`src/rtl/mem_access.sv`:
```
// MEM-stage load/store unit and MEM/WB register: issues data-bus accesses over a req/ack
// handshake, stalls upstream while one is outstanding, and registers the write-back result.
module mem_access #(
  parameter int unsigned ADDR_W = 32,
  parameter int unsigned DATA_W = 32
) (
  input  logic              clk,
  input  logic              rst,
  input  logic [4:0]        mem_wd,
  input  logic              mem_wreg,
  input  logic [DATA_W-1:0] mem_wdata,
  input  logic [7:0]        mem_aluop,
  input  logic [ADDR_W-1:0] mem_mem_addr,
  input  logic [DATA_W-1:0] mem_reg2,
  input  logic [31:0]       mem_pc,
  input  logic [DATA_W-1:0] dbus_rdata,
  input  logic              dbus_ack,
  output logic              dbus_req,
  output logic              dbus_we,
  output logic [ADDR_W-1:0] dbus_addr,
  output logic [3:0]        dbus_sel,
  output logic [DATA_W-1:0] dbus_wdata,
  output logic              stallreq,
  output logic [4:0]        wb_wd,
  output logic              wb_wreg,
  output logic [DATA_W-1:0] wb_wdata,
  output logic [31:0]       wb_pc,
  output logic              exc_adel,
  output logic              exc_ades,
  output logic [ADDR_W-1:0] badvaddr
);

  localparam logic [7:0] OpLb  = 8'hE0;
  localparam logic [7:0] OpLbu = 8'hE4;
  localparam logic [7:0] OpLh  = 8'hE1;
  localparam logic [7:0] OpLhu = 8'hE5;
  localparam logic [7:0] OpLw  = 8'hE3;
  localparam logic [7:0] OpSb  = 8'hE8;
  localparam logic [7:0] OpSh  = 8'hE9;
  localparam logic [7:0] OpSw  = 8'hEB;

  typedef enum logic [1:0] {StIdle, StBusy, StDone} state_e;

  state_e            state_q, state_d;
  logic              dbus_req_q, dbus_req_d, dbus_we_q, dbus_we_d;
  logic [ADDR_W-1:0] dbus_addr_q, dbus_addr_d, badvaddr_q, badvaddr_d;
  logic [3:0]        dbus_sel_q, dbus_sel_d;
  logic [DATA_W-1:0] dbus_wdata_q, dbus_wdata_d, wb_wdata_q, wb_wdata_d;
  logic [4:0]        wb_wd_q, wb_wd_d, lat_wd_q, lat_wd_d;
  logic              wb_wreg_q, wb_wreg_d, lat_wreg_q, lat_wreg_d;
  logic [31:0]       wb_pc_q, wb_pc_d, lat_pc_q, lat_pc_d;
  logic [7:0]        lat_aluop_q, lat_aluop_d;
  logic [1:0]        lat_off_q, lat_off_d;
  logic              exc_adel_q, exc_adel_d, exc_ades_q, exc_ades_d;

  logic       is_load, is_store, misaligned, lat_store;
  logic [1:0] off;
  logic [7:0] rd_byte;
  logic [15:0] rd_half;
  logic [DATA_W-1:0] load_data;

  assign off        = mem_mem_addr[1:0];
  assign is_load    = (mem_aluop == OpLb) || (mem_aluop == OpLbu) || (mem_aluop == OpLh) ||
                      (mem_aluop == OpLhu) || (mem_aluop == OpLw);
  assign is_store   = (mem_aluop == OpSb) || (mem_aluop == OpSh) || (mem_aluop == OpSw);
  assign misaligned = (((mem_aluop == OpLh) || (mem_aluop == OpLhu) || (mem_aluop == OpSh)) &&
                       off[0]) ||
                      (((mem_aluop == OpLw) || (mem_aluop == OpSw)) && (off != 2'b00));
  assign lat_store  = (lat_aluop_q == OpSb) || (lat_aluop_q == OpSh) || (lat_aluop_q == OpSw);

  // Lane select for the returning load uses the offset captured at issue.
  always_comb begin
    rd_byte   = dbus_rdata[7:0];
    rd_half   = dbus_rdata[15:0];
    load_data = dbus_rdata;
    unique case (lat_off_q)
      2'd0: rd_byte = dbus_rdata[7:0];
      2'd1: rd_byte = dbus_rdata[15:8];
      2'd2: rd_byte = dbus_rdata[23:16];
      2'd3: rd_byte = dbus_rdata[31:24];
      default: rd_byte = dbus_rdata[7:0];
    endcase
    if (lat_off_q[1]) rd_half = dbus_rdata[31:16];
    case (lat_aluop_q)
      OpLb:    load_data = {{24{rd_byte[7]}}, rd_byte};
      OpLbu:   load_data = {24'd0, rd_byte};
      OpLh:    load_data = {{16{rd_half[15]}}, rd_half};
      OpLhu:   load_data = {16'd0, rd_half};
      default: load_data = dbus_rdata;
    endcase
  end

  always_comb begin
    state_d      = state_q;
    dbus_req_d   = dbus_req_q;
    dbus_we_d    = dbus_we_q;
    dbus_addr_d  = dbus_addr_q;
    dbus_sel_d   = dbus_sel_q;
    dbus_wdata_d = dbus_wdata_q;
    wb_wd_d      = wb_wd_q;
    wb_wreg_d    = wb_wreg_q;
    wb_wdata_d   = wb_wdata_q;
    wb_pc_d      = wb_pc_q;
    lat_wd_d     = lat_wd_q;
    lat_wreg_d   = lat_wreg_q;
    lat_pc_d     = lat_pc_q;
    lat_aluop_d  = lat_aluop_q;
    lat_off_d    = lat_off_q;
    badvaddr_d   = badvaddr_q;
    exc_adel_d   = 1'b0;
    exc_ades_d   = 1'b0;
    stallreq     = 1'b0;
    unique case (state_q)
      StIdle: begin
        if (!(is_load || is_store)) begin
          wb_wd_d    = mem_wd;
          wb_wreg_d  = mem_wreg;
          wb_wdata_d = mem_wdata;
          wb_pc_d    = mem_pc;
        end else if (misaligned) begin
          exc_adel_d = is_load;
          exc_ades_d = is_store;
          badvaddr_d = mem_mem_addr;
          wb_wreg_d  = 1'b0;
        end else begin
          stallreq    = 1'b1;
          lat_wd_d    = mem_wd;
          lat_wreg_d  = mem_wreg;
          lat_pc_d    = mem_pc;
          lat_aluop_d = mem_aluop;
          lat_off_d   = off;
          dbus_req_d  = 1'b1;
          dbus_we_d   = is_store;
          dbus_addr_d = {mem_mem_addr[ADDR_W-1:2], 2'b00};
          if ((mem_aluop == OpLb) || (mem_aluop == OpLbu) || (mem_aluop == OpSb)) begin
            dbus_sel_d = 4'b0001 << off;
          end else if ((mem_aluop == OpLh) || (mem_aluop == OpLhu) || (mem_aluop == OpSh)) begin
            dbus_sel_d = 4'b0011 << off;
          end else begin
            dbus_sel_d = 4'b1111;
          end
          if (mem_aluop == OpSb)      dbus_wdata_d = {4{mem_reg2[7:0]}};
          else if (mem_aluop == OpSh) dbus_wdata_d = {2{mem_reg2[15:0]}};
          else                        dbus_wdata_d = mem_reg2;
          wb_wreg_d = 1'b0;
          state_d   = StBusy;
        end
      end
      StBusy: begin
        stallreq = 1'b1;
        if (dbus_ack) begin
          dbus_req_d = 1'b0;
          wb_wd_d    = lat_wd_q;
          wb_pc_d    = lat_pc_q;
          wb_wreg_d  = lat_wreg_q & ~lat_store;
          if (!lat_store) wb_wdata_d = load_data;
          state_d    = StDone;
        end
      end
      StDone: begin
        wb_wreg_d = 1'b0;
        state_d   = StIdle;
      end
      default: state_d = StIdle;
    endcase
  end

  always_ff @(posedge clk) begin
    if (rst) begin
      state_q      <= StIdle;
      dbus_req_q   <= 1'b0;
      dbus_we_q    <= 1'b0;
      dbus_addr_q  <= '0;
      dbus_sel_q   <= '0;
      dbus_wdata_q <= '0;
      wb_wd_q      <= '0;
      wb_wreg_q    <= 1'b0;
      wb_wdata_q   <= '0;
      wb_pc_q      <= '0;
      lat_wd_q     <= '0;
      lat_wreg_q   <= 1'b0;
      lat_pc_q     <= '0;
      lat_aluop_q  <= '0;
      lat_off_q    <= '0;
      badvaddr_q   <= '0;
      exc_adel_q   <= 1'b0;
      exc_ades_q   <= 1'b0;
    end else begin
      state_q      <= state_d;
      dbus_req_q   <= dbus_req_d;
      dbus_we_q    <= dbus_we_d;
      dbus_addr_q  <= dbus_addr_d;
      dbus_sel_q   <= dbus_sel_d;
      dbus_wdata_q <= dbus_wdata_d;
      wb_wd_q      <= wb_wd_d;
      wb_wreg_q    <= wb_wreg_d;
      wb_wdata_q   <= wb_wdata_d;
      wb_pc_q      <= wb_pc_d;
      lat_wd_q     <= lat_wd_d;
      lat_wreg_q   <= lat_wreg_d;
      lat_pc_q     <= lat_pc_d;
      lat_aluop_q  <= lat_aluop_d;
      lat_off_q    <= lat_off_d;
      badvaddr_q   <= badvaddr_d;
      exc_adel_q   <= exc_adel_d;
      exc_ades_q   <= exc_ades_d;
    end
  end

  assign dbus_req   = dbus_req_q;
  assign dbus_we    = dbus_we_q;
  assign dbus_addr  = dbus_addr_q;
  assign dbus_sel   = dbus_sel_q;
  assign dbus_wdata = dbus_wdata_q;
  assign wb_wd      = wb_wd_q;
  assign wb_wreg    = wb_wreg_q;
  assign wb_wdata   = wb_wdata_q;
  assign wb_pc      = wb_pc_q;
  assign exc_adel   = exc_adel_q;
  assign exc_ades   = exc_ades_q;
  assign badvaddr   = badvaddr_q;

endmodule

```
`config.mk`:
```
export PLATFORM = sky130hd
export DESIGN_NAME = mem_access
export DESIGN_NICKNAME = d
export VERILOG_FILES = /design/src/rtl/mem_access.sv
export SDC_FILE = /design/constraint.sdc
export NUM_CORES = 1
export LEC_CHECK = 0
export CORE_MARGIN = 3
export CORE_UTILIZATION = 30
export DETAILED_ROUTE_END_ITERATION = 8
export SYNTH_ARGS = -nofsm -noshare
export SYNTH_HDL_FRONTEND = slang
export SYNTH_SLANG_ARGS = --single-unit
export TNS_END_PERCENT = 50
```
`constraint.sdc`:
```
create_clock -name clk -period 3.9 [get_ports clk]
set_input_delay 1.17 -clock clk [delete_from_list [all_inputs] [get_ports clk]]
set_output_delay 1.17 -clock clk [all_outputs]
set_load 0.1 [all_outputs]
```
==> results of run 1 <==
[state kept, by name, summed over array words and instances, names as in the netlist, 2 cells and up]
register	flops
lat_pc_q	32
lat_off_q	2
lat_wd_q	5
badvaddr	32
wb_wdata	32
wb_pc	32
dbus_addr	30
dbus_sel	4
lat_aluop_q	8
dbus_wdata	32
state_q	2
wb_wd	5
[metrics by stage]
step                      instance area, µm²  instances  total power, µW
after global placement                 13200       1824             3560
after global routing                   14000       1868             5990
after floorplan                         9600       1146             3150
final                                  14000       1868             5790
after CTS                              14000       1868             5860
after detailed placement               13200       1824             3560
[worst paths after layout]
check / from / endpoint / slack, ps / depth (start not counted)
setup / recovery: mem_aluop[4] / stallreq / 70 / 6
hold / removal: lat_pc_q[18]$_SDFFE_PP0P_ / lat_pc_q[18]$_SDFFE_PP0P_ / 450 / 2
setup reg to reg: state_q[1]$_SDFFE_PP0P_ / wb_wdata[31]$_SDFFE_PP0P_ / 1180 / 8
hold reg to reg: lat_pc_q[18]$_SDFFE_PP0P_ / lat_pc_q[18]$_SDFFE_PP0P_ / 450 / 2
[logic make-up (layout without fill, tap and decap cells)]
group | after synthesis | in the layout | share of synthesized area, %
buf+inv | 114 | 440 | 5.39
flops | 222 | 222 | 46.3
other cells | 1 | 2 | 0.0391
compound gates | 295 | 295 | 20.5
simple gates | 436 | 436 | 19.5
mux | 70 | 70 | 7.33
fa+ha+maj | 7 | 7 | 0.913
[worst max-delay path, delay by kind of cell]
family	cells	cell delay, ps
AOI/OAI and AO/OA	1	440
buffers and inverters	2	650
and+or+nand+nor	3	390
[routing by layer]
| metal | routed length (µm) | GRT usage, % | vias up |
|---|---|---|---|
| met1 | 14400 | 23.9 | 4318 |
| li1 | - | - | 4594 |
| met3 | 2900 | 5.85 | 92 |
| met4 | 1460 | 7.29 | 6 |
| met2 | 15800 | 31.5 | 331 |
| met5 | 45 | 0 | - |
[synthesized netlist by cell type, types with 2 or more instances]
| master | n | share of area (%) |
|---|---|---|
| dfxtp_1 | 222 | 46 |
| inv_1 | 17 | 0.67 |
| o21ai_0 | 9 | 0.47 |
| nand2b_1 | 11 | 0.72 |
| a221o_1 | 7 | 0.73 |
| buf_2 | 19 | 0.99 |
| nand3_1 | 2 | 0.10 |
| ha_1 | 7 | 0.91 |
| buf_1 | 4 | 0.16 |
| mux2_2 | 2 | 0.23 |
| a21oi_2 | 10 | 0.91 |
| nand2_1 | 305 | 12 |
| mux2i_1 | 68 | 7.1 |
| buf_4 | 13 | 1.0 |
| nor2_1 | 73 | 2.9 |
| a211oi_2 | 2 | 0.26 |
| a21oi_1 | 143 | 7.5 |
| or3_1 | 3 | 0.20 |
| o2111ai_1 | 8 | 0.73 |
| nor2b_1 | 6 | 0.39 |
| o31ai_1 | 5 | 0.39 |
| a211oi_1 | 59 | 4.6 |
| o221ai_1 | 16 | 1.5 |
| and3_1 | 17 | 1.1 |
| nor3b_1 | 2 | 0.16 |
| a31oi_1 | 2 | 0.13 |
| or2_1 | 2 | 0.13 |
| nor3_1 | 2 | 0.10 |
| clkbuf_1 | 57 | 2.2 |
| o22ai_1 | 3 | 0.20 |
| buf_6 | 2 | 0.23 |
| nor4b_4 | 2 | 0.50 |
| o211ai_1 | 8 | 0.63 |
| a32o_1 | 9 | 0.94 |
[cell type report]
class | count | area [µm²] | area share, %
Timing Repair Buffer | 378 | 3520 | 25.2
Clock inverter | 9 | 62.6 | 0.448
Sequential cell | 222 | 4440 | 31.8
Clock buffer | 35 | 734 | 5.25
Multi-Input combinational cell | 810 | 4660 | 33.3
Tap cell | 396 | 495 | 3.54
Inverter | 18 | 67.6 | 0.483
[power by group through the flow]
stage | logic [µW] | registers [µW] | clock network, µW
after global routing | 1180 | 2390 | 2420
after detailed placement | 1130 | 2440 | 0
final | 1130 | 2380 | 2280
after CTS | 1130 | 2390 | 2340
after floorplan | 227 | 2920 | 0
after global placement | 1130 | 2430 | 0
[cells in the final DEF, fill, tap and decap left out, types with 3 or more instances in the layout]
cell type and count:
a211oi_1 59, a21oi_1 143, a21oi_2 10, a221o_1 7
a32o_1 9, and3_1 17, buf_12 6, buf_4 131
clkbuf_1 4, clkbuf_16 26, clkbuf_8 5, clkdlybuf4s50_1 240
clkinv_2 7, dfxtp_1 222, ha_1 6, inv_1 17
mux2i_1 68, nand2_1 303, nand2b_1 11, nor2_1 72
nor2b_1 6, o2111ai_1 8, o211ai_1 8, o21ai_0 9
o221ai_1 16, o22ai_1 3, o31ai_1 5, or3_1 3
==> results.toml, run 1 <==
[placement]
portBuffers = 349
gp_congestion = 0.853
hpwl_mm = 25.0
dpl_worst_slack_ps = 55.9

[setup_path]
arrival_ps = 2660
cpPeakStageDelay_ps = 450
worstSetupEndpointType = "output port"
path_class = "primary input to output port"
crit_chain = "clkdlybuf4s50_1, nand4b_4, a2111oi_4, nand2_4, nand2_2, buf_12"
startpoint_type = "primary input"
cp_max_fo = 2
crit_slowest_cell = "clkdlybuf4s50_1"
required_ps = 2730

[power]
switching_share_pct = 30.6
pwr-share-seq_pct = 41.2
p_per_area_mw_per_mm2 = 414
intPower_uw = 4020
comb_power_share_pct = 19.4
p_sw_uw = 1770
vdd_ir_drop_max_uv = 279
p_clk_share_pct = 39.4
total_leakage_power_uw = 0.00523

[cts]
cts_htree_levels = 1
cts_max_path_buffers = 3
cts_buffers = 26
cts_resized = 0
clock-sinks = 222
cts_tree = "done"
clock_latency_ps = 530
cts_root_buffer = "clkbuf_16"
post_cts_buffers = 0
cts.hold.buffers_added = 0
clk_pin_slew_worst_paths_ps = 60

[cells_and_area]
fin_util_pct = 45.0
num_antenna_cells = 0
drive_gt1_share_pct = 14.4
fillers = 3071
syn2layout_area_growth_pct = 45.7
final_nets = 1640

[routing]
drc = 0
routedWlPerCell_um = 18.5
vias_per_cell = 5.00
first_pass_iters = 5
drt_iter0_drc = 506
drt_wl_total_mm = 34.6
ant_nets = 0
vias = 9341

[hold_path]
hold_path.class = "flop to flop"

[timing]
maxSlewViolCount = 0
setup_ws_ps = 74.7
rsz0062_at_grt = "false"
tightest_slew_ps = 1030
fin_crit_ps = 3830
fin_crit_sh_pct = 98.1
setup_violations = 0
holdWs_ps = 452
max_freq_ghz = 0.261
relSlewSlack_pct = 31.4
fin_skew_ps = 11.5
setup_tns_ps = 0
hold_violations = 0

[die]
dieArea_mm2 = 0.0342
num_rows = 64
io_pins = 352
core_mm2 = 0.0311
die_h_um = 185
initial_core_util_pct = 30.9
dieWidth_um = 185

[outcome]
status = "completed"

[synthesis]
seq_area_frac_synth_pct = 46.3
synth_area_per_cell_um2 = 8.38
syn-cell-area_mm2 = 0.00959
ys_types = 62
synth_ff_type = "dfxtp_1"
yosys_warnings = 0
synth-edff-count = 0
synth_seq_cells = 222
synth-async-reset-ratio_pct = 0
synthCells = 1145

[global_routing]
grt_overflow_total = 0
grt_pass1_wl_mm = 52.7
grt_max_degree = 100
grt.total_usage_pct = 19.3
antenna_found_initial = 3
first_global_vias = 9097

[job]
maxCapViolations = 0
(Power assumes the default switching activity.)
==> inputs of run 2 (changes only) <==
--- a/config.mk
+++ b/config.mk
@@ -8,6 +8,7 @@
 export CORE_MARGIN = 3
 export CORE_UTILIZATION = 30
 export DETAILED_ROUTE_END_ITERATION = 8
+export GPL_ROUTABILITY_DRIVEN = 0
 export SYNTH_ARGS = -nofsm -noshare
 export SYNTH_HDL_FRONTEND = slang
 export SYNTH_SLANG_ARGS = --single-unit
==> results of run 2 <==
The final DEF is identical to that of run 1; final timing and power are the same.
==> inputs of run 3 (changes only) <==
--- a/config.mk
+++ b/config.mk
@@ -9,6 +9,7 @@
 export CORE_UTILIZATION = 30
 export DETAILED_ROUTE_END_ITERATION = 8
 export GPL_ROUTABILITY_DRIVEN = 0
+export PLACE_DENSITY = 0.58
 export SYNTH_ARGS = -nofsm -noshare
 export SYNTH_HDL_FRONTEND = slang
 export SYNTH_SLANG_ARGS = --single-unit
==> results.toml, run 3 (same netlist as run 1, synthesis figures left out) <==
[cells_and_area]
design_area_mm2 = 0.0141
num_antenna_cells = 0
layout_commonest_cell = "nand2_1"
final_nets = 1641
mostFrequentLayoutCells = "303 x nand2_1, 245 x clkdlybuf4s50_1, 222 x dfxtp_1"
syn2layout_area_growth_pct = 46.9
drive_gt1_share_pct = 14.2

[timing]
fin_skew_ps = 19.1
max_freq_ghz = 0.264
setup_violations = 0
fin_crit_ps = 3790
hold_violations = 0
setup_tns_ps = 0
maxSlewViolCount = 0
rsz0062_at_grt = "false"
fin_crit_sh_pct = 97.2
tightest_slew_ps = 1010
relSlewSlack_pct = 32.6

[global_routing]
grt_max_degree = 88
antenna_found_initial = 2
first_global_vias = 8931
grt_pass1_wl_mm = 51.3
grt.total_usage_pct = 18.7
grt_overflow_total = 0

[cts]
cts_max_path_buffers = 3
post_cts_buffers = 0
cts_buffers = 27
clock-sinks = 222
cts_htree_levels = 1
clock_latency_ps = 550
cts_root_buffer = "clkbuf_16"
cts_tree = "done"
clk_pin_slew_worst_paths_ps = 60

[hold_path]
hold_path.class = "flop to flop"

[outcome]
status = "completed"

[routing]
routedWlPerCell_um = 18.1
first_pass_iters = 5
vias = 9227
drt_iter0_drc = 600
drt_wl_total_mm = 33.9
ant_nets = 0
drc = 0
vias_per_cell = 4.93

[power]
total_leakage_power_uw = 0.00526
p_per_area_mw_per_mm2 = 428
vdd_ir_drop_max_uv = 291

[placement]
placed_area_mm2 = 0.0132
hpwl_mm = 24.4
portBuffers = 349

[setup_path]
path_class = "primary input to output port"
worstSetupEndpointType = "output port"
arrival_ps = 2620
cp_max_fo = 2
startpoint_type = "primary input"
required_ps = 2730

[job]
maxCapViolations = 0

[die]
die_h_um = 185
initial_core_util_pct = 30.9
num_rows = 64
dieArea_mm2 = 0.0342
core_mm2 = 0.0311
io_pins = 352
dieWidth_um = 185
run 3: changes by cell type in the layout (fill, tap and decap cells not counted), sizes merged:
cell	delta
clkinv	-3
clkdlybuf4s50	+5
clkbuf	+5
buf	-5
bufinv	+2
run 3: through the flow:
stage                     setup WS, ps  total power (µW)  hold slack (ps)  util, %  cells
after floorplan                    103              3150              433        -   1146
after global placement            67.4              3550              441     42.5   1824
after detailed placement          40.7              3560              446     42.5   1824
after CTS                         26.5              6120              454     45.3   1872
after global routing              5.40              6250              467     45.3   1872
final                              108              6030              452     45.3   1872
run 3: where the power goes:
| group | leakage (µW) | internal [µW] | switching (µW) | total, µW |
|---|---|---|---|---|
| registers | 0.00181 | 2340 | 41.1 | 2380 |
| clock network | 0.000442 | 1520 | 1000 | 2520 |
| logic | 0.00301 | 355 | 764 | 1120 |
| total | 0.00526 | 4220 | 1810 | 6030 |
run 3: what timing repair did:
item,CTS,global route
hold buffers,0,0
setup endpoints to repair,0,1
gates resized for setup,0,1
run 3: path summary, 6_finish.rpt:
kind / endpoint / slack (ps) / depth (start not counted) / start
max: stallreq / 110 / 6 / mem_aluop[4]
min: lat_pc_q[18]$_SDFFE_PP0P_ / 450 / 2 / lat_pc_q[18]$_SDFFE_PP0P_
max reg2reg: wb_wdata[31]$_SDFFE_PP0P_ / 1220 / 9 / state_q[1]$_SDFFE_PP0P_
min reg2reg: lat_pc_q[18]$_SDFFE_PP0P_ / 450 / 2 / lat_pc_q[18]$_SDFFE_PP0P_
run 3: area by class of cell:
class / count / area (µm²)
Clock inverter: 8 / 105
Multi-Input combinational cell: 810 / 4660
Fill cell: 3089 / 17000
Tap cell: 396 / 495
Timing Repair Buffer: 378 / 3530
Inverter: 18 / 67.6
Sequential cell: 222 / 4440
Clock buffer: 40 / 785
run 3: worst max-delay path: stages:
cell and delay (ps):
clkdlybuf4s50_1 460, nand4b_4 220, a2111oi_4 390, nand2_4 80, nand2_2 90, buf_12 190
run 3: routing by layer:
layer / GRT usage, % / routed length [µm] / part of all wire [%] / vias to the layer above
met4: 5.04 / 894 / 2.6 / 4
met5: 0 / 21 / 0.062 / -
met1: 23.5 / 14200 / 42 / 4310
met2: 31.8 / 16200 / 48 / 261
met3: 5.32 / 2510 / 7.4 / 64
li1: - / - / - / 4588
